### src/rtl/dcache_ctrl.sv
// Direct-mapped, write-through, no-write-allocate data cache controller with one word per line.
// Read hits complete with zero stall; misses and stores go to a multi-cycle backing memory.
module dcache_ctrl #(
  parameter int unsigned INDEX_BITS = 4,
  parameter int unsigned CNT_W      = 16
) (
  input  logic             clk,
  input  logic             rst,
  input  logic             cpu_rd,
  input  logic             cpu_wr,
  input  logic [31:0]      cpu_addr,
  input  logic [31:0]      cpu_wdata,
  output logic [31:0]      cpu_rdata,
  output logic             stall,
  output logic             mem_req,
  output logic             mem_wr,
  output logic [31:0]      mem_addr,
  output logic [31:0]      mem_wdata,
  input  logic [31:0]      mem_rdata,
  input  logic             mem_ack,
  output logic [CNT_W-1:0] hit_count,
  output logic [CNT_W-1:0] miss_count
);

  localparam int unsigned Lines = 2 ** INDEX_BITS;
  localparam int unsigned TagW  = 30 - INDEX_BITS;

  typedef enum logic [1:0] {StIdle, StRdMiss, StWrThru, StDone} state_e;

  state_e                r_state;
  state_e                w_state_d;
  logic [Lines-1:0]      r_valid;
  logic [TagW-1:0]       r_tag  [Lines];
  logic [31:0]           r_data [Lines];
  logic [31:0]           r_fill;
  logic [CNT_W-1:0]      r_hit_cnt;
  logic [CNT_W-1:0]      r_miss_cnt;

  logic [INDEX_BITS-1:0] w_index;
  logic [TagW-1:0]       w_tag;
  logic                  w_hit;
  logic                  w_hit_inc;
  logic                  w_miss_inc;
  logic                  w_fill;
  logic                  w_store_hit;

  assign w_index = cpu_addr[INDEX_BITS+1:2];
  assign w_tag   = cpu_addr[31:INDEX_BITS+2];
  assign w_hit   = r_valid[w_index] & (r_tag[w_index] == w_tag);

  always_comb begin
    w_state_d   = r_state;
    stall       = 1'b0;
    cpu_rdata   = 32'h0;
    w_hit_inc   = 1'b0;
    w_miss_inc  = 1'b0;
    w_fill      = 1'b0;
    w_store_hit = 1'b0;
    unique case (r_state)
      StIdle: begin
        // A simultaneous read and write is treated as a write only.
        if (cpu_wr) begin
          stall       = 1'b1;
          w_store_hit = w_hit;
          w_state_d   = StWrThru;
        end else if (cpu_rd) begin
          if (w_hit) begin
            cpu_rdata = r_data[w_index];
            w_hit_inc = 1'b1;
          end else begin
            stall      = 1'b1;
            w_miss_inc = 1'b1;
            w_state_d  = StRdMiss;
          end
        end
      end
      StRdMiss: begin
        stall = 1'b1;
        if (mem_ack) begin
          w_fill    = 1'b1;
          w_state_d = StDone;
        end
      end
      StWrThru: begin
        stall = 1'b1;
        if (mem_ack) begin
          w_state_d = StDone;
        end
      end
      StDone: begin
        // Always return to idle so a still-asserted store is not re-issued.
        cpu_rdata = r_fill;
        w_state_d = StIdle;
      end
      default: w_state_d = StIdle;
    endcase
  end

  assign mem_req    = (r_state == StRdMiss) | (r_state == StWrThru);
  assign mem_wr     = (r_state == StWrThru);
  assign mem_addr   = {cpu_addr[31:2], 2'b00};
  assign mem_wdata  = cpu_wdata;
  assign hit_count  = r_hit_cnt;
  assign miss_count = r_miss_cnt;

  always_ff @(posedge clk) begin
    if (rst) begin
      r_state    <= StIdle;
      r_valid    <= '0;
      r_fill     <= 32'h0;
      r_hit_cnt  <= '0;
      r_miss_cnt <= '0;
    end else begin
      r_state <= w_state_d;
      if (w_fill) begin
        r_valid[w_index] <= 1'b1;
        r_fill           <= mem_rdata;
      end
      if (w_hit_inc && (r_hit_cnt != '1)) begin
        r_hit_cnt <= r_hit_cnt + CNT_W'(1);
      end
      if (w_miss_inc && (r_miss_cnt != '1)) begin
        r_miss_cnt <= r_miss_cnt + CNT_W'(1);
      end
    end
  end

  // Tag and data arrays carry no reset; the valid bits qualify them.
  always_ff @(posedge clk) begin
    if (!rst) begin
      if (w_fill) begin
        r_tag[w_index]  <= w_tag;
        r_data[w_index] <= mem_rdata;
      end else if (w_store_hit) begin
        r_data[w_index] <= cpu_wdata;
      end
    end
  end

endmodule

### config.mk
export PLATFORM = sky130hd
export DESIGN_NAME = dcache_ctrl
export DESIGN_NICKNAME = d
export VERILOG_FILES = /design/src/rtl/dcache_ctrl.sv
export SDC_FILE = /design/constraint.sdc
export NUM_CORES = 1
export LEC_CHECK = 0
export BUFFER_PORTS_ARGS = -buffer_cell sky130_fd_sc_hd__buf_2
export CELL_PAD_IN_SITES_DETAIL_PLACEMENT = 1
export CELL_PAD_IN_SITES_GLOBAL_PLACEMENT = 2
export CORE_MARGIN = 10
export CORE_UTILIZATION = 30
export CTS_BUF_LIST = sky130_fd_sc_hd__clkbuf_4
export DETAILED_ROUTE_END_ITERATION = 8
export PLACE_DENSITY = 0.63
export SLEW_MARGIN = 5
export SYNTH_ARGS = -nofsm -noshare
export SYNTH_HDL_FRONTEND = slang
export SYNTH_SLANG_ARGS = --single-unit
### constraint.sdc
create_clock -name clk -period 9.68 [get_ports clk]
set_input_delay 1.452 -clock clk [delete_from_list [all_inputs] [get_ports clk]]
set_output_delay 1.452 -clock clk [all_outputs]
set_load 0.005 [all_outputs]
==> metrics.csv <==
metric,value,unit
Final setup viols,0,
Synth top area share,68.3,%
hold-fix buffers at CTS,0,
first-pass GRT wire length,161000,µm
DRT iter0 DRCs,1572,
post-cts repair resize count,0,
row count,135,
Cell variety after synth,68,
maximum clock rate,0.132,GHz
dominant synthesized flop cell,edfxtp_1,
Post-CTS Setup Inserts,0,
TritonRoute pass-1 iters,5,
area of the die,151000,µm²
TritonCTS Buffers,285,
share of cells above drive strength 1,37.9,%
final setup TNS,0,ns
"Avg Cell Area, Syn",19.0,µm²
DRC viols,0,
clk_skew,0.139,ns
asr flop ratio synth,0,%
hpwl dp,61100,µm
Die Width,389,µm
leakage power,15.9,nW
I/O pin count,232,
Layout fillers,13700,
WHS,0.475,ns
WP buf/inv,3,
DR vias,22300,
clk sinks,1010,
Worst Setup End Kind,primary output,
Final period util,78.0,%
Post-Syn Instances,2150,
commonest cells in the netlist,"edfxtp_1 (928), mux4_2 (223), mux2i_1 (98), dfxtp_1 (82), nor2_1 (72)",
Final ANT Viol Nets,0,
"Reg clk slew, reported paths",0.06,ns
GP Congestion,0.709,
Fin. Hold Viols,0,
CP startpoint kind,primary input,
largest net degree at the start of global routing,77,
CTS tree,built,
WL final,110000,µm
post-DR wirelength/cell,24.3,µm
WP data arrival,6.10,ns
vias in the first global route,24900,
YS warnings,0,
Port-buffer cells,227,
r2r setup slk,4.95,ns
number of synthesized flops with an enable pin,928,
cell taking the most area after synthesis,edfxtp_1,
grt ovf,0,
maximum vdd drop,0.115,mV
family with the most delay on the worst path,simple AND/OR/NAND/NOR gates,
worst-path cell chain,buf_8 > buf_4 > mux4_2 > xnor2_1 > o221a_1 > a2111oi_0 > nor3b_2 > nand4_4 > a2bb2oi_1 > nor2_1 > buf_2,
clk_lat worst skew,1.22,ns
Max H-tree Level,5,
Clock Path Buffers,4,
final net count,2658,
Max-slew headroom,20.8,%
Crit path required time,8.23,ns
Root Driver,clkbuf_4,
max_cap viols,0,
synthesized area,40800,µm²
RSZ-0062 raised after global routing,false,
slew of the pin with the lowest slew margin,1.19,ns
GRT Util Overall,14.2,%
fin util,34.9,%
critical path's slowest cell,buf_4,
initial antenna violation count,4,
crit-path max cell delay,0.75,ns
status,completed,
worst-path fanout max,51,
Initial Util,30.2,%
core area,135000,µm²
CP Class,primary input to primary output,
Pwr per Cell Area,194,nW/µm²
Via-to-Cell Ratio,4.93,
register bit total from synthesis,1010,
Max Slew Vio Count,0,
area delta synth->final,15.6,%
largest cells by area after synthesis,"edfxtp_1 (68%), mux4_2 (12%), dfxtp_1 (4.0%), mux2i_1 (2.4%), mux2_2 (1.7%)",
"count leader, synth",edfxtp_1,
height of the chip,389,µm
fin crit period,7.55,ns
hold crit path type,flop to flop,
register area share after synthesis,72.3,%
pre-CTS setup slack,2.00,ns
Final WS setup,2.13,ns
## state kept, by name, indices dropped and copies added, names as in the netlist
signal / flops
r_valid: 16
hit_count: 16
r_tag: 416
r_fill: 32
r_state: 2
r_data: 512
miss_count: 16
## worst reg2reg max path: cells and delay by family (launching register included)
kind            cells  cell delay (ns)
mux                 2             1.22
compound gates      3             1.12
flops               1             0.36
simple gates        3             1.42
buf+inv             1             0.26
## cell type report
class	count	area, µm²	share of cell area (%)
inverter	63	238	0.504
clock inverter	66	340	0.721
timing repair buffer	294	1670	3.55
sequential	1010	29500	62.5
clock buffer	392	2940	6.24
antenna	7	17.5	0.0371
multi-input combinational	896	10200	21.7
tap	1781	2230	4.72
## per-layer routing
metal	vias to the layer above	routed length, µm	global-route usage [%]
li1	9636	-	-
met1	11800	46600	17.7
met2	668	54700	24.0
met3	176	5850	3.52
met4	0	2480	4.97
met5	-	0	0
## cells in the final DEF, fill, tap and decap left out, drive strengths merged, types with 4 or more instances in the layout
cell type and n:
xor2 9, clkbuf 392, and2 4, a221oi 8, a2bb2oi 32, o31ai 5, mux2 61, nor2b 18
mux4 223, ha 7, buf 294, xnor2 22, or3 12, a21oi 30, and3 19, edfxtp 928
clkinv 57, dfxtp 82, nor2 73, nand4 8, nand2 39, nand3 19, diode 7, a211oi 5
or4 8, o22ai 28, mux2i 98, a2111oi 4, inv 67, nand2b 11, a22oi 25, a22o 36
a31oi 6, nor4 10, o21ai 19, nor3 20
## cells by family (layout without fill, tap and decap cells)
kind of cell,after synthesis,count (layout),share of synthesized area [%]
DFF,1010,1010,72.3
muxes,382,382,16.4
buffers and inverters,245,815,3.19
AOI/OAI and AO/OA,223,223,4.05
other,1,9,0.00919
and+or+nand+nor,251,251,3.17
xor gates and xnor gates,31,31,0.665
adders and majority gates,7,7,0.215
## report_power, final
part           switching (mW)  internal, mW
logic                   0.416         0.232
clock network            1.73          1.93
registers              0.0202          4.80
total                    2.17          6.97
## worst paths after layout
| path | startpoint | end | depth (start not counted) |
|---|---|---|---|
| setup / recovery | cpu_addr[2] | cpu_rdata[5] | 11 |
| hold / removal | r_valid[12] | r_valid[12] | 2 |
| setup reg to reg | r_tag[4][13] | r_data[0][21] | 9 |
| hold reg to reg | r_valid[12] | r_valid[12] | 2 |
## per-stage QoR
stage	cells	instance area, µm²	total power [mW]
floorplan	2151	40800	5.32
global placement	4044	43900	5.56
detailed placement	4044	43900	5.58
CTS	4502	47200	9.29
global route	4509	47200	9.58
finish	4509	47200	9.14
Power figures use the tool's default switching activity.
